File: config.mk
export PLATFORM = sky130hd
export DESIGN_NAME = writeback_multi
export DESIGN_NICKNAME = d
export VERILOG_FILES = /design/src/rtl/writeback_multi_pkg.sv /design/src/rtl/writeback_multi_commit_fifo.sv /design/src/rtl/writeback_multi.sv
export SDC_FILE = /design/constraint.sdc
export NUM_CORES = 2
export LEC_CHECK = 0
export CAP_MARGIN = 10
export CORE_AREA = 5 5 440 442
export CTS_CLUSTER_DIAMETER = 60
export CTS_CLUSTER_SIZE = 8
export DETAILED_ROUTE_END_ITERATION = 6
export DIE_AREA = 0 0 445 447
export PLACE_DENSITY = 0.55
export SYNTH_ARGS = -nofsm -noshare
export SYNTH_HDL_FRONTEND = slang
export SYNTH_HIERARCHICAL = 1
export SYNTH_SLANG_ARGS = --single-unit
export TNS_END_PERCENT = 100
File: constraint.sdc
create_clock -name clk -period 56.9 [get_ports clk]
set_input_delay 5.69 -clock clk [delete_from_list [all_inputs] [get_ports clk]]
set_output_delay 5.69 -clock clk [all_outputs]
set_load 0.02 [all_outputs]
File: src/rtl/writeback_multi_pkg.sv
// Shared types for the multi-channel writeback stage: FSM states and the
// commit record carried through the commit FIFO.
package writeback_multi_pkg;

  localparam int CSR_ADDR_W = 12;
  // Record fields are sized for the widest supported datapath; narrower
  // XLEN builds zero-extend on push and slice on pop.
  localparam int XLEN_MAX   = 64;

  typedef enum logic [1:0] {IDLE, WRITE, COMMIT, STALL} wb_state_e;

  typedef struct packed {
    logic                is_wb;
    logic                is_mem;
    logic [4:0]          wd;
    logic [XLEN_MAX-1:0] wdata;
    logic [XLEN_MAX-1:0] instr_addr;
    logic [31:0]         instr;
    logic [XLEN_MAX-1:0] mem_addr;
  } commit_rec_t;

endpackage

File: src/rtl/writeback_multi_commit_fifo.sv
// Commit-record FIFO. Push is honoured when not full or when a pop frees the
// slot in the same cycle; head is read straight from the storage flops.
module commit_fifo #(
  parameter int  DEPTH = 4,
  parameter type T     = logic
) (
  input  logic                       clk,
  input  logic                       rst,
  input  logic                       push,
  input  T                           push_data,
  input  logic                       pop,
  output T                           head,
  output logic                       full,
  output logic                       empty,
  output logic [$clog2(DEPTH+1)-1:0] count
);
  localparam int PW = $clog2(DEPTH);
  localparam int CW = $clog2(DEPTH+1);

  T               mem_q [DEPTH];
  T               mem_d [DEPTH];
  logic [PW-1:0]  wr_q, wr_d, rd_q, rd_d;
  logic [CW-1:0]  cnt_q, cnt_d;
  logic           do_push, do_pop;

  assign full    = (cnt_q == CW'(DEPTH));
  assign empty   = (cnt_q == '0);
  assign do_pop  = pop & ~empty;
  assign do_push = push & (~full | do_pop);
  assign head    = mem_q[rd_q];
  assign count   = cnt_q;

  always_comb begin
    mem_d = mem_q;
    wr_d  = wr_q;
    rd_d  = rd_q;
    cnt_d = cnt_q;
    if (do_push) begin
      mem_d[wr_q] = push_data;
      wr_d        = wr_q + PW'(1);
    end
    if (do_pop) rd_d = rd_q + PW'(1);
    case ({do_push, do_pop})
      2'b10:   cnt_d = cnt_q + CW'(1);
      2'b01:   cnt_d = cnt_q - CW'(1);
      default: cnt_d = cnt_q;
    endcase
  end

  always_ff @(posedge clk or posedge rst) begin
    if (rst) begin
      for (int i = 0; i < DEPTH; i++) mem_q[i] <= '0;
      wr_q  <= '0;
      rd_q  <= '0;
      cnt_q <= '0;
    end else begin
      mem_q <= mem_d;
      wr_q  <= wr_d;
      rd_q  <= rd_d;
      cnt_q <= cnt_d;
    end
  end

endmodule

File: src/rtl/writeback_multi.sv
// Writeback stage: accept one retiring instruction, pulse GPR/CSR/priv writes
// for one cycle, then queue a commit record for the difftest consumer.
module writeback_multi
  import writeback_multi_pkg::*;
#(
  parameter int XLEN         = 64,
  parameter int NUM_CSR      = 3,
  parameter int COMMIT_DEPTH = 4
) (
  input  logic                            clk,
  input  logic                            rst,
  input  logic                            flush,
  input  logic                            in_valid,
  output logic                            in_ready,
  input  logic                            in_is_wb,
  input  logic                            in_is_mem_read,
  input  logic                            in_is_jump,
  input  logic                            in_is_mem,
  input  logic [4:0]                      in_wd,
  input  logic [XLEN-1:0]                 in_alu_out,
  input  logic [XLEN-1:0]                 in_mem_out,
  input  logic [XLEN-1:0]                 in_pc_plus4,
  input  logic [XLEN-1:0]                 in_mem_addr,
  input  logic [XLEN-1:0]                 in_instr_addr,
  input  logic [31:0]                     in_instr,
  input  logic [NUM_CSR-1:0]              in_csr_we,
  input  logic [NUM_CSR*CSR_ADDR_W-1:0]   in_csr_addr,
  input  logic [NUM_CSR*XLEN-1:0]         in_csr_value,
  input  logic                            in_priv_we,
  input  logic [1:0]                      in_priv,
  output logic                            wb_en,
  output logic [4:0]                      wd,
  output logic [XLEN-1:0]                 wb_data,
  output logic [NUM_CSR-1:0]              csr_we,
  output logic [NUM_CSR*CSR_ADDR_W-1:0]   csr_addr,
  output logic [NUM_CSR*XLEN-1:0]         csr_value,
  output logic                            priv_we,
  output logic [1:0]                      priv_mode,
  output logic                            commit_valid,
  input  logic                            commit_ready,
  output logic                            commit_is_wb,
  output logic                            commit_is_mem,
  output logic [4:0]                      commit_wd,
  output logic [XLEN-1:0]                 commit_wdata,
  output logic [XLEN-1:0]                 commit_instr_addr,
  output logic [XLEN-1:0]                 commit_mem_addr,
  output logic [31:0]                     commit_instr,
  output logic [$clog2(COMMIT_DEPTH+1)-1:0] commit_count
);

  typedef struct packed {
    logic                          wen;
    logic                          is_mem;
    logic [4:0]                    wd;
    logic [XLEN-1:0]               wb_data;
    logic [XLEN-1:0]               instr_addr;
    logic [XLEN-1:0]               mem_addr;
    logic [31:0]                   instr;
    logic [NUM_CSR-1:0]            csr_we;
    logic [NUM_CSR*CSR_ADDR_W-1:0] csr_addr;
    logic [NUM_CSR*XLEN-1:0]       csr_value;
    logic                          priv_we;
    logic [1:0]                    priv;
  } ins_t;

  wb_state_e   state_q, state_d;
  ins_t        ins_q, ins_d;
  commit_rec_t rec, head;
  logic        push, pop, full, empty, can_push, write_act;

  assign pop      = commit_valid & commit_ready;
  assign can_push = ~full | pop;

  always_comb begin
    state_d = state_q;
    ins_d   = ins_q;
    push    = 1'b0;
    case (state_q)
      IDLE: if (in_valid && !flush) begin
        // Result mux is resolved at accept so WRITE only has to pulse strobes.
        ins_d.wen        = (in_is_wb | in_is_jump) & (in_wd != 5'd0);
        ins_d.is_mem     = in_is_mem;
        ins_d.wd         = in_wd;
        ins_d.wb_data    = in_is_mem_read ? in_mem_out :
                           in_is_jump     ? in_pc_plus4 : in_alu_out;
        ins_d.instr_addr = in_instr_addr;
        ins_d.mem_addr   = in_mem_addr;
        ins_d.instr      = in_instr;
        ins_d.csr_we     = in_csr_we;
        ins_d.csr_addr   = in_csr_addr;
        ins_d.csr_value  = in_csr_value;
        ins_d.priv_we    = in_priv_we;
        ins_d.priv       = in_priv;
        state_d          = WRITE;
      end
      WRITE:  state_d = flush ? IDLE : COMMIT;
      COMMIT, STALL: begin
        if (can_push) begin
          push    = 1'b1;
          state_d = IDLE;
        end else begin
          state_d = STALL;
        end
      end
      default: state_d = IDLE;
    endcase
  end

  always_ff @(posedge clk or posedge rst) begin
    if (rst) begin
      state_q <= IDLE;
      ins_q   <= '0;
    end else begin
      state_q <= state_d;
      ins_q   <= ins_d;
    end
  end

  assign in_ready  = (state_q == IDLE);
  assign write_act = (state_q == WRITE) & ~flush;
  assign wb_en     = write_act & ins_q.wen;
  assign csr_we    = write_act ? ins_q.csr_we : '0;
  assign priv_we   = write_act & ins_q.priv_we;
  assign wd        = ins_q.wd;
  assign wb_data   = ins_q.wb_data;
  assign csr_addr  = ins_q.csr_addr;
  assign csr_value = ins_q.csr_value;
  assign priv_mode = ins_q.priv;

  assign rec = '{is_wb:      ins_q.wen,
                 is_mem:     ins_q.is_mem,
                 wd:         ins_q.wd,
                 wdata:      XLEN_MAX'(ins_q.wb_data),
                 instr_addr: XLEN_MAX'(ins_q.instr_addr),
                 instr:      ins_q.instr,
                 mem_addr:   XLEN_MAX'(ins_q.mem_addr)};

  commit_fifo #(.DEPTH(COMMIT_DEPTH), .T(commit_rec_t)) u_fifo (
    .clk       (clk),
    .rst       (rst),
    .push      (push),
    .push_data (rec),
    .pop       (pop),
    .head      (head),
    .full      (full),
    .empty     (empty),
    .count     (commit_count)
  );

  assign commit_valid      = ~empty;
  assign commit_is_wb      = head.is_wb;
  assign commit_is_mem     = head.is_mem;
  assign commit_wd         = head.wd;
  assign commit_wdata      = head.wdata[XLEN-1:0];
  assign commit_instr_addr = head.instr_addr[XLEN-1:0];
  assign commit_mem_addr   = head.mem_addr[XLEN-1:0];
  assign commit_instr      = head.instr;

endmodule

==> reports/metrics.csv <==
stage,metric,value,unit
run_status,run status,finished clean,
floorplan,Initial Util,32.6,%
timing,period utilization,23.5,%
clock_tree,postcts setup bufs,0,
global_routing,vias in the first global route,41285,
worst_setup_path,Crit Path Max Fanout,6,
worst_setup_path,worst setup path start,flush,
drt,DRT antenna net count,0,
worst_setup_path,Most common cell on crit path,clkdlybuf4s50_1,
clock_tree,CTS root buffer,clkbuf_16,
worst_setup_path,reg-to-reg setup timing slack,51.69,ns
global_routing,GRT overflow,0,
clock_tree,hold buffers post-CTS,0,
drt,drc violations,0,
worst_setup_path,WP buf/inv,2,
floorplan,Die Area,0.199,sq mm
timing,Fin Setup TNS,0,ns
drt,via/cell ratio,4.77,
placement,hpwl dp,133,mm
clock_tree,post-cts sizing count,0,
global_routing,busiest grt layer,met2,
global_routing,GR Util All Layers,19.3,%
placement,# port buffers,1139,
worst_setup_path,Worst path slowest cell,nor3b_1,
drt,WL final,194,mm
clock_tree,CTS tree,built,
logic_synthesis,syn nets,5239,
drt,DR pass1 iterations,5,
placement,global placement routability congestion,0.935,
clock_tree,"Reg clk slew, reported paths",0.05,ns
worst_hold_path,Hold Crit Class,reg -> reg,
worst_setup_path,CP endpoint kind,primary output,
worst_setup_path,CP top delay family,buffers and inverters,
floorplan,Die Y,447,microns
timing,max_slew headroom,12.2,%
floorplan,core region area,0.189,sq mm
global_routing,met3 Use GR,5.54,%
logic_synthesis,Synth Cell Area,0.0616,sq mm
logic_synthesis,cell count after synthesis,4633,
worst_setup_path,Crit Reg-Reg Startpoint,u_fifo/count[0]$_DFFE_PP0P_,
clock_tree,clock sink count,1398,
timing,# setup viols final,0,
logic_synthesis,yosys warns,6,
global_routing,initial antenna violation count,26,
drt,Vias,38270,
power_and_ir_drop,Leakage,0.0356,uW
timing,Final Max Slew Viols,0,
worst_setup_path,Critical Path Source Type,primary input,
timing,"Hold Violations, Final",0,
worst_setup_path,Critical Path Max Stage Delay,0.71,ns
clock_tree,cts bufs inserted,200,
worst_setup_path,r2r endpoint,u_fifo/mem_q[379]$_DFFE_PP0P_,
worst_setup_path,Crit. path cell count,4,
worst_setup_path,crit-path cells,"clkdlybuf4s50_1, nor3b_1, and2_1, clkdlybuf4s50_1",
floorplan,Die W,445,microns
finish,fin cells,8024,
worst_setup_path,Worst Path Arrival,7.70,ns
worst_setup_path,CP Class,in -> out,
global_routing,first-pass GRT wire length,287,mm
worst_setup_path,Worst EP required,51.21,ns
drt,drt first-iter violations,2056,
timing,hold_ws,0.467,ns
timing,skew final,0.0470,ns
run,Max Cap Viol,0,
worst_setup_path,Worst setup endpoint,csr_we[0],
drt,mean routed wirelength per cell,24.2,microns
global_routing,GR Util met2,31.2,%
floorplan,Ports,1140,
logic_synthesis,#FFs+latches synth,1398,
timing,Least-Margin Pin Slew,1.32,ns
worst_setup_path,Worst R2R Path Depth,9,
power_and_ir_drop,PwrDens,53.8,mW/mm^2
logic_synthesis,Synth cell types,31,
global_routing,largest net degree at the start of global routing,169,
logic_synthesis,sequential fraction of the synthesis area,56.8,%
floorplan,std cell rows,160,
finish,layout cell share with drive strength beyond 1,27.6,%
finish,final net count,6069,
timing,RSZ-0062 raised after global routing,no,
power_and_ir_drop,worst IR drop on VDD,0.0000510,V
timing,Final Critical Period,13.39,ns
finish,synthesis-to-layout area growth,26.7,%
clock_tree,Max clock buf depth,3,
timing,fmax,74.7,MHz
logic_synthesis,Syn Area/Cell,13.3,sq um
placement,Post-Place Cells,7772,
clock_tree,Clock Latency Late Sink,0.81,ns
global_routing,met1 Usage GRT,25.3,%
clock_tree,H-Tree Depth,4,
==> cell usage after synthesis (all sizes together) <==
library cell	number	area [sq um]
dfrtp	1398	35000
nand2	1271	4770
mux2	989	11100
buf	542	4090
mux4	231	5200
mux2i	65	651
o21ai	65	325
clkbuf	26	97.6
inv	9	33.8
nor2	6	32.5
and2	5	31.3
ha	5	62.6
nand2b	3	18.8
xnor2	3	26.3
xor2	3	26.3
nor4b	2	32.5
a21boi	1	7.51
and3	1	6.26
fa	1	20.0
nand3	1	5.00
nor3	1	5.00
nor3b	1	7.51
o22ai	1	6.26
o31a	1	8.76
or4	1	7.51
or4b	1	10.0
==> cell usage in the layout (no fill, tap or decap), types with 3 or more instances in the layout <==
| master | instances |
|---|---|
| dfrtp_1 | 1396 |
| nand2_1 | 1271 |
| clkdlybuf4s50_1 | 1137 |
| mux2_2 | 989 |
| mux4_2 | 231 |
| clkbuf_16 | 201 |
| mux2i_1 | 65 |
| o21ai_0 | 65 |
| buf_4 | 52 |
| clkbuf_1 | 11 |
| diode_2 | 10 |
| inv_1 | 7 |
| buf_12 | 7 |
| and2_1 | 5 |
| clkinv_16 | 5 |
| clkinv_2 | 5 |
| clkbuf_8 | 5 |
| ha_1 | 5 |
| nor2_4 | 4 |
| nand2b_1 | 3 |
| inv_16 | 3 |
| inv_6 | 3 |
| clkinv_8 | 3 |
| clkinv_4 | 3 |
| xor2_1 | 3 |
| xnor2_1 | 3 |
==> how the worst min path moves through the flow <==
stage	slack (ns)	depth (start not counted)	startpoint	end
after global routing	0.49	2	csr_value[55]$_DFFE_PP0P_	csr_value[55]$_DFFE_PP0P_
final	0.47	2	csr_value[62]$_DFFE_PP0P_	csr_value[62]$_DFFE_PP0P_
after detailed placement	0.46	2	csr_value[62]$_DFFE_PP0P_	csr_value[62]$_DFFE_PP0P_
after CTS	0.47	2	csr_value[62]$_DFFE_PP0P_	csr_value[62]$_DFFE_PP0P_
after global placement	0.46	2	csr_addr[22]$_DFFE_PP0P_	csr_addr[22]$_DFFE_PP0P_
after floorplan	0.44	2	ins_q[231]$_DFFE_PP0P_	ins_q[231]$_DFFE_PP0P_
==> report_power, final <==
group	total, uW	switching, uW	internal [uW]
sequential	1590	238	1350
combinational	1530	728	805
clock	1070	437	637
total	4200	1400	2800
==> through the flow <==
| step | total power, uW | cell area (sq um) | worst slack [ns] | util (%) |
|---|---|---|---|---|
| after floorplan | 2530 | 61600 | 25.03 | - |
| after global placement | 3140 | 72500 | 43.60 | 38.3 |
| after detailed placement | 3170 | 72500 | 43.58 | 38.3 |
| after CTS | 4270 | 78000 | 43.57 | 41.3 |
| after global routing | 4420 | 78100 | 43.45 | 41.3 |
| final | 4200 | 78100 | 43.51 | 41.3 |
==> cells by family (layout without fill, tap and decap cells) <==
family / after synthesis / after routing / share of synthesized area [%]
adder cells (fa/ha/maj): 6 / 6 / 0.134
multiplexers: 1285 / 1285 / 27.6
flip-flops: 1398 / 1398 / 56.8
other: 0 / 10 / 0
XOR/XNOR: 6 / 6 / 0.0853
buffers and inverters: 577 / 1447 / 6.85
AO/OA/AOI/OAI: 68 / 68 / 0.565
AND/OR/NAND/NOR: 1293 / 1293 / 8.00
==> state kept, by name (all words and copies together), names as in the netlist <==
signal and cells:
wd 5, wb_data 64, state_q 2, ins_q 166, u_fifo/mem_q 924, u_fifo/count 3, u_fifo/wr_q 2, csr_addr 36
u_fifo/rd_q 2, csr_value 192, priv_mode 2
==> tightest hold or removal path: cells and delay by family (launching register included) <==
family | cells | cell delay (ns)
flops | 1 | 0.33
simple gates | 2 | 0.10
==> metal layers <==
| layer | up-vias | wire length, microns |
|---|---|---|
| met4 | 30 | 5030 |
| li1 | 17053 | - |
| met1 | 19859 | 83600 |
| met3 | 286 | 13100 |
| met5 | - | 210 |
| met2 | 1042 | 92600 |
==> area by class of cell <==
class	instances	area, sq um
sequential	1398	35000
multi-input combinational	2658	22400
antenna	10	25.0
clock inverter	25	382
fill	17714	111000
clock buffer	217	5140
inverter	9	48.8
timing repair buffer	1196	11900
tap	2511	3140
(Power assumes the default switching activity.)
